File: config.mk
export PLATFORM = sky130hd
export DESIGN_NAME = periph_receiver
export DESIGN_NICKNAME = d
export VERILOG_FILES = /design/src/rtl/cpu_link_pkg.sv /design/src/rtl/link_fifo.sv /design/src/rtl/periph_receiver.sv
export SDC_FILE = /design/constraint.sdc
export NUM_CORES = 1
export LEC_CHECK = 0
export ABC_CLOCK_PERIOD_IN_PS = 6520
export BUFFER_PORTS_ARGS = -buffer_cell sky130_fd_sc_hd__buf_2
export CAP_MARGIN = 30
export CORE_ASPECT_RATIO = 0.9
export CORE_MARGIN = 4
export CORE_UTILIZATION = 30
export DETAILED_ROUTE_END_ITERATION = 10
export PLACE_DENSITY_LB_ADDON = 0.05
export SYNTH_ARGS = -nofsm -noshare
export SYNTH_HDL_FRONTEND = slang
export SYNTH_SLANG_ARGS = --single-unit
File: constraint.sdc
create_clock -name rx_clk -period 6.52 [get_ports rx_clk]
set_clock_uncertainty 0.1 [all_clocks]
set_input_delay 0.978 -clock rx_clk [delete_from_list [all_inputs] [get_ports rx_clk]]
set_output_delay 0.978 -clock rx_clk [all_outputs]
set_load 0.005 [all_outputs]
File: src/rtl/cpu_link_pkg.sv
// cpu_link_pkg: link word width and handshake FSM encodings shared by both ends of the CPU link
package cpu_link_pkg;
  localparam int LINK_DATA_W = 4;
  typedef enum logic {
    ST_IDLE   = 1'b0,
    ST_ACK_HI = 1'b1
  } link_state_t;
endpackage

File: src/rtl/link_fifo.sv
// link_fifo: first-word fall-through FIFO; ports clk/rst, i_wr_en/i_wr_data push, i_rd_en pop, o_head/o_count/o_full/o_empty status
module link_fifo #(
  parameter int DATA_W = 4,
  parameter int DEPTH  = 4
) (
  input  logic                       clk,
  input  logic                       rst,
  input  logic                       i_wr_en,
  input  logic [DATA_W-1:0]          i_wr_data,
  input  logic                       i_rd_en,
  output logic [DATA_W-1:0]          o_head,
  output logic [$clog2(DEPTH+1)-1:0] o_count,
  output logic                       o_full,
  output logic                       o_empty
);
  localparam int AW = $clog2(DEPTH);
  localparam int CW = $clog2(DEPTH+1);
  logic [DATA_W-1:0] r_mem [DEPTH];
  logic [AW-1:0]     r_wr_ptr, r_rd_ptr;
  logic [CW-1:0]     r_count;
  logic              w_wr, w_rd;
  assign o_empty = r_count == '0;
  assign o_full  = r_count == CW'(DEPTH);
  assign w_wr    = i_wr_en && !o_full;
  assign w_rd    = i_rd_en && !o_empty;
  // head is masked while empty because the storage is never cleared
  assign o_head  = o_empty ? '0 : r_mem[r_rd_ptr];
  assign o_count = r_count;
  always_ff @(posedge clk or posedge rst) begin
    if (rst) begin
      r_wr_ptr <= '0;
      r_rd_ptr <= '0;
      r_count  <= '0;
    end else begin
      r_wr_ptr <= w_wr ? r_wr_ptr + 1'b1 : r_wr_ptr;
      r_rd_ptr <= w_rd ? r_rd_ptr + 1'b1 : r_rd_ptr;
      r_count  <= r_count + CW'(w_wr) - CW'(w_rd);
    end
  end
  always_ff @(posedge clk) begin
    if (w_wr) r_mem[r_wr_ptr] <= i_wr_data;
  end
endmodule

File: src/rtl/periph_receiver.sv
// periph_receiver: 4-phase send/ack link receiver buffering nibbles into a FIFO with a valid/ready consumer side
//   rx_clk/rx_rst          clock, async active-high reset
//   rx_send/rx_dados       CPU request and data; rx_ack registered acknowledge back to CPU
//   rx_data/rx_valid       FIFO head and non-empty flag; rx_ready pops the head
//   rx_count/rx_full       occupancy and full flag
module periph_receiver
  import cpu_link_pkg::*;
#(
  parameter int DATA_W      = LINK_DATA_W,
  parameter int DEPTH       = 4,
  parameter int SYNC_STAGES = 2
) (
  input  logic                       rx_clk,
  input  logic                       rx_rst,
  input  logic                       rx_send,
  input  logic [DATA_W-1:0]          rx_dados,
  output logic                       rx_ack,
  output logic [DATA_W-1:0]          rx_data,
  output logic                       rx_valid,
  input  logic                       rx_ready,
  output logic [$clog2(DEPTH+1)-1:0] rx_count,
  output logic                       rx_full
);
  logic [SYNC_STAGES-1:0] r_sync;
  link_state_t            r_state, w_state_nxt;
  logic                   w_send_s, w_wr, w_empty;
  assign w_send_s = r_sync[SYNC_STAGES-1];
  assign rx_ack   = r_state == ST_ACK_HI;
  assign rx_valid = !w_empty;
  always_ff @(posedge rx_clk or posedge rx_rst) begin
    if (rx_rst) begin
      r_sync  <= '0;
      r_state <= ST_IDLE;
    end else begin
      r_sync  <= SYNC_STAGES'({r_sync, rx_send});
      r_state <= w_state_nxt;
    end
  end
  // a full FIFO withholds the capture, which is what stalls ack towards the CPU
  always_comb begin
    w_wr        = r_state == ST_IDLE && w_send_s && !rx_full;
    w_state_nxt = w_wr ? ST_ACK_HI : (r_state == ST_ACK_HI && !w_send_s) ? ST_IDLE : r_state;
  end
  link_fifo #(.DATA_W(DATA_W), .DEPTH(DEPTH)) u_fifo (
    .clk      (rx_clk),
    .rst      (rx_rst),
    .i_wr_en  (w_wr),
    .i_wr_data(rx_dados),
    .i_rd_en  (rx_ready),
    .o_head   (rx_data),
    .o_count  (rx_count),
    .o_full   (rx_full),
    .o_empty  (w_empty)
  );
endmodule

Word-level counts from Yosys, hierarchy flattened
Memory sizes are Yosys's and may differ from the RTL's.
Cells that the tools add are included.
- register bits: 10
- bits in writable memories: 16
- bits of input ports: 8
- output and inout port bits: 10
- memories kept: 1
- add/subtract/negate cells: 4
- equality and inequality tests: 1
- mux-type cells: 5
- bitwise gates (word level): 1
- reduce and logical (&&, ||, !) cells: 10
- memory list (name ; depth ; width ; read ports ; clocked after memory_dff ; wr ports ; line ; text):
    u_fifo.r_mem ; 4 ; 4 ; 1 ; 0 ; 1 ; link_fifo.sv:18 ; logic [DATA_W-1:0] r_mem [DEPTH];
- operator list (kind ; number):
    $logic_and A1 B1 Y1 ; 5
    $add A2 B1 Y2 const B ; 2
    $mux W1 ; 4
    $mux W4 ; 1
    $add A3 B1 Y3 ; 1
    $eq A3 B3 Y1 const B ; 1
    $logic_not A1 Y1 ; 3
    $logic_not A3 Y1 ; 1
    $sub A3 B1 Y3 ; 1
    $reduce_bool A2 Y1 ; 1
    $not A1 Y1 ; 1

Logic depth before layout (Yosys ltp)
Gate-level depths: netlist (run 1).
- depth after elaboration: 6
- depth in mapped cells: 10
- mapped depth without buffers: 9

Hierarchy
A second synthesis (run 1) with hierarchy kept.
- cell total of the unflattened synthesis: 71
- area, all modules: 1158.6 sq um
- by module, submodules not included (module ; times used ; cells an instance ; area an instance (sq um)):
    link_fifo ; 1 ; 63 ; 1052.3
    periph_receiver ; 1 ; 8 ; 106.4

Worst setup path before layout (run 1)
Ideal clock, no wire load.
- path type: register to register
- from: register u_fifo.r_count[1], in the netlist u_fifo.o_count[1]
- to: register u_fifo.r_count[2], in the netlist u_fifo.o_count[2]
- setup time: 0.128 ns
- arrival: 2.202 ns
- required time: 6.292 ns
- path slack: 4.090 ns
- stages on the path, launching flop included: 11
- period minus slack after synthesis: 2.430 ns
- path through: dfrtp_1 or3_1 buf_6 and2_4 ha_1 inv_1 ha_1 inv_1 fa_1 xnor2_1 xnor2_1
- elaborated cells between the ends (all ways): 9
- RTL lines (item ; line ; text):
    from (decl) ; link_fifo.sv:20 ; logic [CW-1:0] r_count;
    from (signal assigned) ; link_fifo.sv:37 ; r_count <= r_count + CW'(w_wr) - CW'(w_rd);
    $logic_not A3 Y1 ; link_fifo.sv:22 ; assign o_empty = r_count == '0;
    $logic_not A1 Y1 ; -- ;
    net rx_valid ; periph_receiver.sv:19 ; output logic rx_valid,
    $logic_and A1 B1 Y1 ; link_fifo.sv:25 ; assign w_rd = i_rd_en && !o_empty;
    net u_fifo.w_rd ; link_fifo.sv:21 ; logic w_wr, w_rd;
    $sub A3 B1 Y3 ; link_fifo.sv:37 ;
The timed path passes the listed nets, and every way through them passes these cells.
A chain may end at the register's enable or synchronous reset.

Final worst setup path (run 1)
- from: register u_fifo.r_rd_ptr[0]
- to: output rx_data[3]
- word-level cells in the longest chain between the ends: 2
- ends and longest elaborated chain (item ; line ; text):
    from (decl) ; link_fifo.sv:19 ; logic [AW-1:0] r_wr_ptr, r_rd_ptr;
    from (signal assigned) ; link_fifo.sv:36 ; r_rd_ptr <= w_rd ? r_rd_ptr + 1'b1 : r_rd_ptr;
    $mem_v2 Z4 W4 ; -- ;
    $mux W4 ; link_fifo.sv:27 ; assign o_head = o_empty ? '0 : r_mem[r_rd_ptr];
    to (decl) ; periph_receiver.sv:18 ; output logic [DATA_W-1:0] rx_data,
No other way between the ends.

==> metrics.cfg, run 1 <==
[outcome]
status = completed

[logic_synthesis]
synth.yosys.seq_area_share_pct = 64.89
number_of_synthesized_register_bits = 26
synth_warnings = 0
post_synth_num_cell_types = 18
synth_cells = 67
synthesis.nets = 82
cell_area_synth_mm2 = 0.001126
syn_avg_cell_area_um2 = 16.81

[clocking]
cts_resized = 0
insertion_delay_ns = 0.27
cts.repair_timing.setup_buffer_count = 0
clk_pin_slew_worst_paths_ns = 0.08
clock_tree_from_tritoncts = yes
cts-hold-fix-buffers = 0
numCtsBuffers = 3
root_cell_of_the_clock_tree = clkbuf_8
cts.sinks = 26
clockBufferDepth = 2
htree_num_levels = 1

[drt]
drt_pre_antenna_iters = 4
routed_wire_length_per_instance_um = 13.23
remaining_drc_errors = 0
viasPerCell = 4.285
vias = 557
wl_final_um = 1720
final_antenna_net_count = 0
detail_route.iter0.violations = 34

[global_routing]
grt_pass1_vias = 614
grt_start_max_net_pins = 15
remaining_global_route_overflow = 0
track_usage_pct = 8.565
initial_antenna_violation_count = 0
grt_first_pass_wirelength_um = 2953

[worst_setup_path]
worst_setup_path_startpoint = u_fifo.r_rd_ptr[0]
required_time_of_the_worst_setup_path_ns = 5.44
timing.critical_path.to_type = output pin
cp_data_arrival_time_ns = 1.64
r2r-end = u_fifo.o_count[2]
critPathKind = flip-flop to output pin
r2r_slack_ns = 3.96
critPathLaunchType = flip-flop
timing.rr.start = u_fifo.o_count[1]
r2r.worst_path.cells = 9
worstPathMaxFanout = 6

[worst_hold_path]
hold_path.class = flip-flop to flip-flop
hold_depth = 0
worst_min_delay_path_endpoint = r_sync[1]
hold_path.startpoint = r_sync[0]

[finish]
post-route-util_pct = 37.25
final.fill_count = 354
mostFrequentLayoutCells = buf_2, edfxtp_1, dfrtp_1, inv_1, and2_1
layout.cells.most_common = buf_2
final_layout_size_suffix_gt1_share_pct = 32.56
nNetsFinal = 102
area.growth.synth_to_final_pct = 15.89
antennaDiodeCount = 0

[sta]
layout_worst_path_cycle_share_pct = 41.69
final_period_minus_worst_setup_slack_ns = 2.718
timing.fmax_mhz = 367.9
setup-violations-final = 0
report.final.hold_viol_count = 0
final_max_slew_viol_count = 0
totalNegativeSetupSlack_ns = 0
grt_setup_unrepaired = no
tightestPinTransition_ns = 0.3858
setup_ws_ns = 3.802
worst_slew_margin_rel_pct = 74.25

[power_and_ir_drop]
total_power_uw = 529.6
max-vdd-ir-drop_mv = 0.1309
power_density_mw_per_mm2 = 405.9
power.static_leakage_uw = 0.0005336

[place]
hpwl_um = 1303
post-place-ws_ns = 3.923
port_buffers = 17
routabilityCongestion = 0.6878

[job]
max_capacitance_violation_count = 0

[die]
design.core.area_mm2 = 0.003503
area_enclosed_by_the_die_boundary_mm2 = 0.004799
chip_height_um = 66.12
fp-row-count = 20
die_width_um = 72.58
ioPinCount = 18
start_util_pct = 32.14

==> cells by family (layout without fill, tap and decap cells) <==
family,after synthesis,count (layout),synth area share [%]
XOR/XNOR,5,5,3.889
buffers and inverters,10,29,4.111
AO/OA/AOI/OAI,1,1,0.6669
multiplexers,5,5,9.000
adder cells (fa/ha/maj),7,7,8.444
flip-flops,26,26,64.89
AND/OR/NAND/NOR,13,13,9.000
==> metal layers <==
layer  part of all wire (%)  routed length [um]  up-vias  global-route usage [%]
met4                    1.7                  30        0                   3.456
li1                       -                   -      265                       -
met3                    4.2                  72        4                   3.647
met2                     50                 853       10                   13.74
met5                      0                   0        -                       0
met1                     44                 763      278                   10.07
==> metrics by stage <==
stage	std cells	hold slack (ns)	instance area, um2
detailed placement	126	0.2364	1250
global route	130	0.2630	1305
floorplan	67	0.2312	1126
CTS	130	0.2574	1305
global placement	126	0.2333	1250
finish	130	0.2542	1305
==> flip-flops by register name (all words and copies together), names as in the netlist <==
signal and cells:
r_sync 2, rx_ack 1, u_fifo.o_count 3, u_fifo.r_mem 16, u_fifo.r_rd_ptr 2, u_fifo.r_wr_ptr 2
==> how the worst max path moves through the flow <==
stage and to:
3_3_place_gp u_fifo.o_count[2], 5_1_grt rx_data[3], 2_1_floorplan u_fifo.o_count[2], 3_5_place_dp u_fifo.o_count[2], 6_report rx_data[3], 4_1_cts rx_data[3]
==> synth_stat cells <==
master    number  share of area (%)
and2_4         1               0.78
buf_6          1                1.0
or3_1          1               0.56
nand3_1        1               0.44
xor2_1         1               0.78
a21boi_0       1               0.67
nor3b_2        1                1.1
ha_1           6                6.7
inv_1          8                2.7
mux2_1         1                1.0
buf_2          1               0.44
xnor2_1        4                3.1
mux4_2         4                8.0
dfrtp_1       10                 22
and2_1         8                4.4
nor3b_4        1                1.7
fa_1           1                1.8
edfxtp_1      16                 43
==> final cells by class <==
| class | count | area (um2) | share of cell area (%) |
|---|---|---|---|
| well taps | 44 | 55.05 | 4.219 |
| flip-flops and latches | 26 | 730.7 | 55.99 |
| repair buffers | 17 | 85.08 | 6.520 |
| multi-input cells | 31 | 349.1 | 26.75 |
| clock buffers | 4 | 55.05 | 4.219 |
| inverters | 8 | 30.03 | 2.301 |
==> where the power goes <==
| group | leakage [uW] | switching [uW] | total [uW] | internal, uW |
|---|---|---|---|---|
| logic | 0.000243 | 74.1 | 175 | 101 |
| clock network | 0.0000288 | 47.1 | 101 | 53.9 |
| registers | 0.000262 | 39.0 | 253 | 214 |
==> critical path, cell delays in order (launching register included) <==
cell and delay [ns]:
dfrtp_1 0.55, mux4_2 0.53, and2_1 0.17, buf_2 0.12
Note: power is estimated with default switching activity, not from simulation.
==> run 2, diff against run 1 <==
- ABC_CLOCK_PERIOD_IN_PS: 6520 -> 2800
- clock period: 6.52 -> 2.8 ns (I/O delays scaled with it)
==> run 2 against run 1 <==
Compared with the run above: worst hold slack worse by 0.25 ns; total power up 150%; routed wire length down 1.6%; sequential power up 130%; largest cell class unchanged; via count unchanged; critical path depth up 6; count of clock-buffer cells in the layout down 1; clock power rose to 3.0 times the previous value; global-route usage down 0.51 points.
==> metrics.cfg, run 2 (synthesized netlist as in run 1, its figures left out) <==
[clocking]
numCtsBuffers = 3
clock_tree_from_tritoncts = yes
htree_num_levels = 1
insertion_delay_ns = 0.27
cts_resized = 0
cts-hold-fix-buffers = 0
root_cell_of_the_clock_tree = clkbuf_8
clockBufferDepth = 2
cts.repair_timing.setup_buffer_count = 0
cts.sinks = 26
clk_pin_slew_worst_paths_ns = 0.09

[power_and_ir_drop]
max-vdd-ir-drop_mv = 0.3528
power.static_leakage_uw = 0.0005449
power_density_mw_per_mm2 = 986.4

[worst_hold_path]
hold_path.class = primary input to async pin

[worst_setup_path]
timing.critical_path.to_type = flip-flop
timing.rr.start = u_fifo.o_count[1]
worstPathMaxFanout = 5
worst_setup_path_startpoint = u_fifo.o_count[1]
critPathKind = flip-flop to flip-flop
required_time_of_the_worst_setup_path_ns = 2.86
cp_data_arrival_time_ns = 2.46
critPathLaunchType = flip-flop

[drt]
remaining_drc_errors = 0
final_antenna_net_count = 0
detail_route.iter0.violations = 16
drt_pre_antenna_iters = 4
wl_final_um = 1693
viasPerCell = 4.252
routed_wire_length_per_instance_um = 12.92
vias = 557

[die]
die_width_um = 72.58
start_util_pct = 32.14
ioPinCount = 18
chip_height_um = 66.12
design.core.area_mm2 = 0.003503
area_enclosed_by_the_die_boundary_mm2 = 0.004799
fp-row-count = 20

[finish]
antennaDiodeCount = 0
regMostFlops = u_fifo.r_mem
final_layout_size_suffix_gt1_share_pct = 33.33
layout.cells.most_common = buf_2
largest_register_ffs = 16
nNetsFinal = 103
final_cell_count_no_fill = 131
mostFrequentLayoutCells = buf_2, edfxtp_1, dfrtp_1, inv_1, and2_1
area.growth.synth_to_final_pct = 18.00

[global_routing]
grt_first_pass_wirelength_um = 2904
track_usage_pct = 8.059
initial_antenna_violation_count = 0
grt_pass1_vias = 588
remaining_global_route_overflow = 0
grt_start_max_net_pins = 16

[job]
max_capacitance_violation_count = 0

[sta]
final_period_minus_worst_setup_slack_ns = 2.406
timing.fmax_mhz = 415.7
tightestPinTransition_ns = 0.3844
report.final.hold_viol_count = 0
final_max_slew_viol_count = 0
setup_ws_ns = 0.3942
setup-violations-final = 0
layout_worst_path_cycle_share_pct = 85.92
totalNegativeSetupSlack_ns = 0
grt_setup_unrepaired = no
worst_slew_margin_rel_pct = 74.35

[place]
post-place-cells = 127
hpwl_um = 1297
port_buffers = 17
routabilityCongestion = 0.7496
post-place-ws_ns = 0.3954

[outcome]
status = completed

-- run 2: where the power goes --
part / switching (uW) / internal (uW)
sequential: 91.4 / 499
clock: 117 / 191
combinational: 171 / 242
total: 379 / 931
-- run 2: per-stage QoR --
step	cell area, um2	utilization [%]	hold slack, ns	power (uW)
final	1329	37.93	0.008827	1311
after global routing	1329	37.93	0.05037	1424
after CTS	1329	37.93	0.02911	1335
after detailed placement	1257	35.89	0.2387	1032
after global placement	1257	35.89	0.2323	1032
after floorplan	1126	-	0.1602	887.7
-- run 2: layer usage --
layer | GRT usage, % | up-vias | routed length [um]
met2 | 13.51 | 9 | 844
met1 | 10.47 | 279 | 773
met3 | 1.368 | 2 | 63
met4 | 2.765 | 0 | 10
li1 | - | 267 | -
met5 | 0 | - | 0
-- run 2: final timing paths --
path,depth (start not counted),to,slack (ns)
max,9,u_fifo.o_count[2],0.39
min,2,r_sync[0],0.009
max reg2reg,9,u_fifo.o_count[2],0.39
min reg2reg,0,r_sync[1],0.26
max in group asynchronous,2,u_fifo.r_rd_ptr[1],2.32
min in group rx_clk,1,r_sync[0],0.15
-- run 2: critical path: stages, from the launching register on --
cell,delay [ns]
dfrtp_1,0.47
or3_1,0.41
and2_4,0.18
ha_1,0.27
inv_1,0.06
ha_1,0.14
inv_1,0.05
fa_1,0.37
xnor2_1,0.14
xnor2_1,0.12
-- run 2: cell type report --
cell class | instances | area (um2)
repair buffers | 18 | 92.59
clock inverters | 1 | 30.03
inverters | 8 | 30.03
fillers | 345 | 2175
well taps | 44 | 55.05
flip-flops and latches | 26 | 730.7
multi-input cells | 31 | 349.1
clock buffers | 3 | 41.29
